===== config.mk =====
export PLATFORM = sky130hd
export DESIGN_NAME = pixel_dispatcher
export DESIGN_NICKNAME = d
export VERILOG_FILES = /design/src/rtl/pixel_dispatcher.sv
export SDC_FILE = /design/constraint.sdc
export NUM_CORES = 1
export LEC_CHECK = 0
export ABC_CLOCK_PERIOD_IN_PS = 11300
export CAP_MARGIN = 20
export CORE_ASPECT_RATIO = 1.25
export CORE_MARGIN = 2
export CORE_UTILIZATION = 57
export DETAILED_ROUTE_END_ITERATION = 10
export PLACE_DENSITY = 0.86
export SYNTH_ARGS = -nofsm -noshare
export SYNTH_HDL_FRONTEND = slang
export SYNTH_SLANG_ARGS = --single-unit

===== constraint.sdc =====
create_clock -name clk -period 11.3 [get_ports clk]
set_clock_uncertainty 0.15 [all_clocks]
set_input_delay 2.26 -clock clk [delete_from_list [all_inputs] [get_ports clk]]
set_output_delay 2.26 -clock clk [all_outputs]
set_load 0.01 [all_outputs]

===== src/rtl/pixel_dispatcher.sv =====
// Frame pixel dispatcher: hands out pixel coordinates and c values to idle solvers
// round-robin, tracks results in flight and times each frame.
module pixel_dispatcher #(
    parameter int unsigned NUM_SOLVERS = 4,
    parameter int unsigned XSIZE       = 640,
    parameter int unsigned YSIZE       = 480
) (
    input  logic                   clk,
    input  logic                   rst,
    input  logic                   frame_start,
    input  logic signed [26:0]     x_pos,
    input  logic signed [26:0]     y_pos,
    input  logic signed [26:0]     zoom_x,
    input  logic signed [26:0]     zoom_y,
    input  logic [NUM_SOLVERS-1:0] req,
    input  logic [NUM_SOLVERS-1:0] pix_done,
    output logic [NUM_SOLVERS-1:0] gnt,
    output logic [9:0]             pix_x,
    output logic [8:0]             pix_y,
    output logic signed [26:0]     cre,
    output logic signed [26:0]     cim,
    output logic                   busy,
    output logic                   frame_done,
    output logic [31:0]            cycles,
    output logic                   err
);

    localparam int unsigned PtrW = (NUM_SOLVERS > 1) ? $clog2(NUM_SOLVERS) : 1;
    localparam logic [9:0] XLast = 10'(XSIZE - 1);
    localparam logic [8:0] YLast = 9'(YSIZE - 1);
    localparam logic [PtrW-1:0] PtrLast = PtrW'(NUM_SOLVERS - 1);

    typedef enum logic [1:0] {StIdle, StDispatch, StDrain, StDone} state_e;

    state_e             state_q, state_d;
    logic [PtrW-1:0]    rr_q, rr_d;
    logic [9:0]         pix_x_q, pix_x_d;
    logic [8:0]         pix_y_q, pix_y_d;
    logic signed [26:0] cre_q, cre_d, cim_q, cim_d;
    logic signed [26:0] x0_q, x0_d, zx_q, zx_d, zy_q, zy_d;
    logic [7:0]         outstanding_q, outstanding_d;
    logic [31:0]        cnt_q, cnt_d, cycles_q, cycles_d;
    logic               err_q, err_d;

    logic               any_gnt;
    logic [PtrW-1:0]    grant_idx;
    logic [PtrW-1:0]    probe_idx;
    logic [4:0]         done_cnt;
    logic [8:0]         out_sum;

    // Round-robin search starting at the solver after the last one granted.
    always_comb begin
        any_gnt   = 1'b0;
        grant_idx = rr_q;
        probe_idx = '0;
        gnt       = '0;
        if (state_q == StDispatch) begin
            for (int unsigned i = 0; i < NUM_SOLVERS; i++) begin
                probe_idx = PtrW'((32'(rr_q) + i) % NUM_SOLVERS);
                if (!any_gnt && req[probe_idx]) begin
                    any_gnt   = 1'b1;
                    grant_idx = probe_idx;
                end
            end
            if (any_gnt) begin
                gnt = NUM_SOLVERS'(1) << grant_idx;
            end
        end
    end

    always_comb begin
        done_cnt = '0;
        for (int unsigned i = 0; i < NUM_SOLVERS; i++) begin
            done_cnt = done_cnt + 5'(pix_done[i]);
        end
    end

    always_comb begin
        state_d       = state_q;
        rr_d          = rr_q;
        pix_x_d       = pix_x_q;
        pix_y_d       = pix_y_q;
        cre_d         = cre_q;
        cim_d         = cim_q;
        x0_d          = x0_q;
        zx_d          = zx_q;
        zy_d          = zy_q;
        cnt_d         = cnt_q;
        cycles_d      = cycles_q;
        err_d         = err_q;
        outstanding_d = outstanding_q;

        // Net grant/completion update; a completion with nothing in flight is a protocol error.
        out_sum = {1'b0, outstanding_q} + 9'(any_gnt);
        if (out_sum < 9'(done_cnt)) begin
            outstanding_d = '0;
            err_d         = 1'b1;
        end else begin
            outstanding_d = 8'(out_sum - 9'(done_cnt));
        end

        unique case (state_q)
            StIdle: begin
                if (frame_start) begin
                    x0_d          = x_pos;
                    zx_d          = zoom_x;
                    zy_d          = zoom_y;
                    cre_d         = x_pos;
                    cim_d         = y_pos;
                    pix_x_d       = '0;
                    pix_y_d       = '0;
                    outstanding_d = '0;
                    cnt_d         = '0;
                    state_d       = StDispatch;
                end
            end
            StDispatch: begin
                cnt_d = (cnt_q == 32'hFFFF_FFFF) ? cnt_q : cnt_q + 32'd1;
                if (any_gnt) begin
                    rr_d = (grant_idx == PtrLast) ? '0 : grant_idx + 1'b1;
                    if (pix_x_q == XLast && pix_y_q == YLast) begin
                        state_d = StDrain;
                    end else if (pix_x_q == XLast) begin
                        pix_x_d = '0;
                        cre_d   = x0_q;
                        pix_y_d = pix_y_q + 9'd1;
                        cim_d   = cim_q + zy_q;
                    end else begin
                        pix_x_d = pix_x_q + 10'd1;
                        cre_d   = cre_q + zx_q;
                    end
                end
            end
            StDrain: begin
                cnt_d = (cnt_q == 32'hFFFF_FFFF) ? cnt_q : cnt_q + 32'd1;
                if (outstanding_d == 8'd0) begin
                    state_d = StDone;
                end
            end
            StDone: begin
                cycles_d = cnt_q;
                state_d  = StIdle;
            end
            default: state_d = StIdle;
        endcase
    end

    always_ff @(posedge clk) begin
        if (rst) begin
            state_q       <= StIdle;
            rr_q          <= '0;
            pix_x_q       <= '0;
            pix_y_q       <= '0;
            cre_q         <= '0;
            cim_q         <= '0;
            x0_q          <= '0;
            zx_q          <= '0;
            zy_q          <= '0;
            outstanding_q <= '0;
            cnt_q         <= '0;
            cycles_q      <= '0;
            err_q         <= 1'b0;
        end else begin
            state_q       <= state_d;
            rr_q          <= rr_d;
            pix_x_q       <= pix_x_d;
            pix_y_q       <= pix_y_d;
            cre_q         <= cre_d;
            cim_q         <= cim_d;
            x0_q          <= x0_d;
            zx_q          <= zx_d;
            zy_q          <= zy_d;
            outstanding_q <= outstanding_d;
            cnt_q         <= cnt_d;
            cycles_q      <= cycles_d;
            err_q         <= err_d;
        end
    end

    assign pix_x      = pix_x_q;
    assign pix_y      = pix_y_q;
    assign cre        = cre_q;
    assign cim        = cim_q;
    assign busy       = (state_q != StIdle);
    assign frame_done = (state_q == StDone);
    assign cycles     = cycles_q;
    assign err        = err_q;

endmodule


==> results.txt <==
CP Capture Type - primary output
TritonCTS clock tree - built
dominant cell type by area after synthesis - sky130_fd_sc_hd__dfxtp_1
Area Overhead vs Synth - 27.00%
number of sinks handled by clock tree synthesis - 231
Post-synth top flop - sky130_fd_sc_hd__dfxtp_1
post-synthesis cell type count - 72
mean routed wirelength per cell - 16.49 um
post-synthesis cell count - 1504
hold violation count in the final report - 0
number of remaining DRC errors - 0
Sequential cell area - 0.004624 sq mm
CP most frequent cell - sky130_fd_sc_hd__clkdlybuf4s50_1
Synth Area per Inst - 8.071 sq um
CTS clk-pin slew, worst paths - 0.06 ns
class of the most critical hold timing path - reg2reg
slowest cell delay on critical path - 0.54 ns
fill cell instance count of the final layout - 1628
antenna violations before repair - 3
global-route wire length before repair - 52900 um
most numerous cell in the Yosys netlist - sky130_fd_sc_hd__nand2_1
required time of the worst setup path - 8.89 ns
number of global-route vias before repair - 11260
horizontal extent of the die - 134.5 um
quantity of I/O buffers inserted on ports - 230
number of enable-type register cells in the synthesized netlist - 0
footprint of the multi-input gates - 0.007119 sq mm
number of max-capacitance violations reported - 0
critical path type - in2out
highest achievable clock rate - 149.8 MHz
flops & latches, synth - 231
Root Buffer - sky130_fd_sc_hd__clkbuf_16
Synth warnings - 0
number of DRC markers in iteration 0 - 611
number of CTS-inserted buffers - 24
final number of max-transition violations - 0
register area share after synthesis - 38.10%
number of buffers and inverters on the critical path - 3
transition time of the tightest slew-check pin - 1.016 ns
area share of the largest cell type after synthesis - 38.10%
number of nets in the finished design - 1879
count of standard-cell rows - 59
via count - 11470
maximum buffer depth of the clock tree - 3
IR drop worst, VDD - 0.1564 mV
RSZ-0062 raised after global routing - no
all-layer global routing usage - 28.17%
Antenna Violating Nets Remaining - 0
half-perimeter wire length after placement - 22810 um
clk_lat worst skew - 0.52 ns
pin count of the biggest net entering global routing - 84
relative slew slack - 32.29%
Placeable Area - 0.02089 sq mm
share of the clock period used by the worst path after layout - 59.06%
most numerous cell types in the synthesized netlist - 242 x sky130_fd_sc_hd__nand2_1, 231 x sky130_fd_sc_hd__dfxtp_1, 166 x sky130_fd_sc_hd__a21oi_1, 162 x sky130_fd_sc_hd__nor2_1, 67 x sky130_fd_sc_hd__ha_1
cts hold-fix bufs - 0
I/O pins - 231
PD cells - 224.3 mW/mm^2
outcome - completed
global route overflow - 0
launch point of the worst reg-to-reg path - state_q[1]
cell types with the largest area share after synthesis - sky130_fd_sc_hd__dfxtp_1 38%, sky130_fd_sc_hd__nand2_1 7.5%, sky130_fd_sc_hd__ha_1 6.9%
Max stage delay cell, worst path - sky130_fd_sc_hd__clkdlybuf4s50_1
minimum clock period after layout - 6.674 ns
final setup violation count - 0
die footprint - 0.02249 sq mm
weighted congestion at the end of routability-driven global placement - 0.8707
number of buffers added for setup after CTS - 0
net count of the mapped netlist - 1694
summed negative setup slack over all endpoints - 0 ns
PostCTS Resize Cnt - 0
Final Routed Wirelength - 32680 um
detailed-routing iteration count for the pre-antenna-repair pass - 6
cell-by-cell listing of the critical path - clkdlybuf4s50_1 -> inv_1 -> and3_1 -> o32ai_1 -> a21oi_1 -> nand2b_1 -> nor2_1 -> clkdlybuf4s50_1
die height - 167.2 um
Leakage Power - 0.006065 uW
highest net fanout along the worst path - 4
WP data arrival - 4.26 ns
launch point of the worst path - req[0]
effective utilization at floorplan - 58.11%
share of flip-flops with an asynchronous set or reset - 0%
Largest delay share family, worst path - buffers and inverters
vias per cell - 5.787
kind of launch point of the worst setup path - primary input
H-tree Lvls - 1
cell area after synthesis - 0.01214 sq mm
launch point of the worst hold path - x0_q[26]
fraction of layout cells with a size suffix above 1 - 4.513%
Final Total Pwr - 3459 uW
-- registers in the layout (all words and copies together), names as in the netlist --
signal / cells
state_q: 2
x0_q: 27
outstanding_q: 8
cre: 27
cnt_q: 32
cim: 27
zx_q: 27
pix_x: 10
err: 1
pix_y: 9
rr_q: 2
cycles: 32
zy_q: 27
-- where the power goes --
group | internal (uW) | leakage [uW] | switching, uW | total, uW
Combinational | 647 | 0.00376 | 867 | 1510
Sequential | 974 | 0.00189 | 143 | 1120
Clock | 495 | 0.000419 | 332 | 827
-- stage by stage --
step	std cells	utilization [%]	hold slack (ns)	setup slack (ns)	area (sq um)
after floorplan	1504	-	0.2819	5.781	12140
after global placement	1936	69.74	0.2879	4.761	14570
after detailed placement	1936	69.74	0.2966	4.680	14570
after CTS	1979	73.72	0.3055	4.654	15400
after global routing	1981	73.79	0.3212	4.550	15410
final	1982	73.80	0.3042	4.626	15420
-- cell usage in the layout, fill, tap and decap left out, types with 33 or more instances in the layout --
master	count
sky130_fd_sc_hd__a21oi_1	166
sky130_fd_sc_hd__nor2_1	160
sky130_fd_sc_hd__a21o_1	33
sky130_fd_sc_hd__ha_1	65
sky130_fd_sc_hd__nand3_1	34
sky130_fd_sc_hd__nand2_1	241
sky130_fd_sc_hd__o21ai_0	58
sky130_fd_sc_hd__xor2_1	51
sky130_fd_sc_hd__clkdlybuf4s50_1	229
sky130_fd_sc_hd__dfxtp_1	231
sky130_fd_sc_hd__xnor2_1	36
sky130_fd_sc_hd__mux2i_1	44
-- kinds of logic (layout without fill, tap and decap cells) --
kind of cell             after synthesis  after routing  synth area share, %
AO/OA/AOI/OAI                        394            394                20.14
buffers and inverters                111            313                3.597
flip-flops                           231            231                38.10
AND/OR/NAND/NOR                      565            565                20.60
other                                  0              2                    0
adder cells (fa/ha/maj)               71             71                7.565
XOR/XNOR                              87             87                6.277
multiplexers                          45             45                3.721
-- worst register-to-register path: cells and delay by family, from the launching register on --
family	cells	cell delay, ns
flops	1	0.34
simple gates	4	1.29
xor+xnor	1	0.18
fa+ha+maj	4	1.02
compound gates	4	0.88
buf+inv	3	1.41
-- path summary, 6_finish.rpt --
kind,end,slack [ns],cells past startpoint
worst min register to register,x0_q[26],0.30,2
worst max-delay path,gnt[0],4.63,8
worst max register to register,state_q[0],5.91,16
worst min-delay path,x0_q[26],0.30,2
-- routing by layer --
layer / share of wire, % / global-route usage (%)
met1: 40 / 32.99
met2: 50 / 50.82
met5: 0 / 0
met4: 3.3 / 10.71
met3: 6.8 / 5.056
-- cell type report --
cell class	count	share of cell area [%]
multi-input cells	1162	46.18
flip-flops and latches	231	30.00
repair buffers	241	15.48
clock buffers	34	4.731
well taps	274	2.224
inverters	29	0.7061
clock inverters	9	0.6574
diodes	2	0.03246
(Power assumes the default switching activity.)
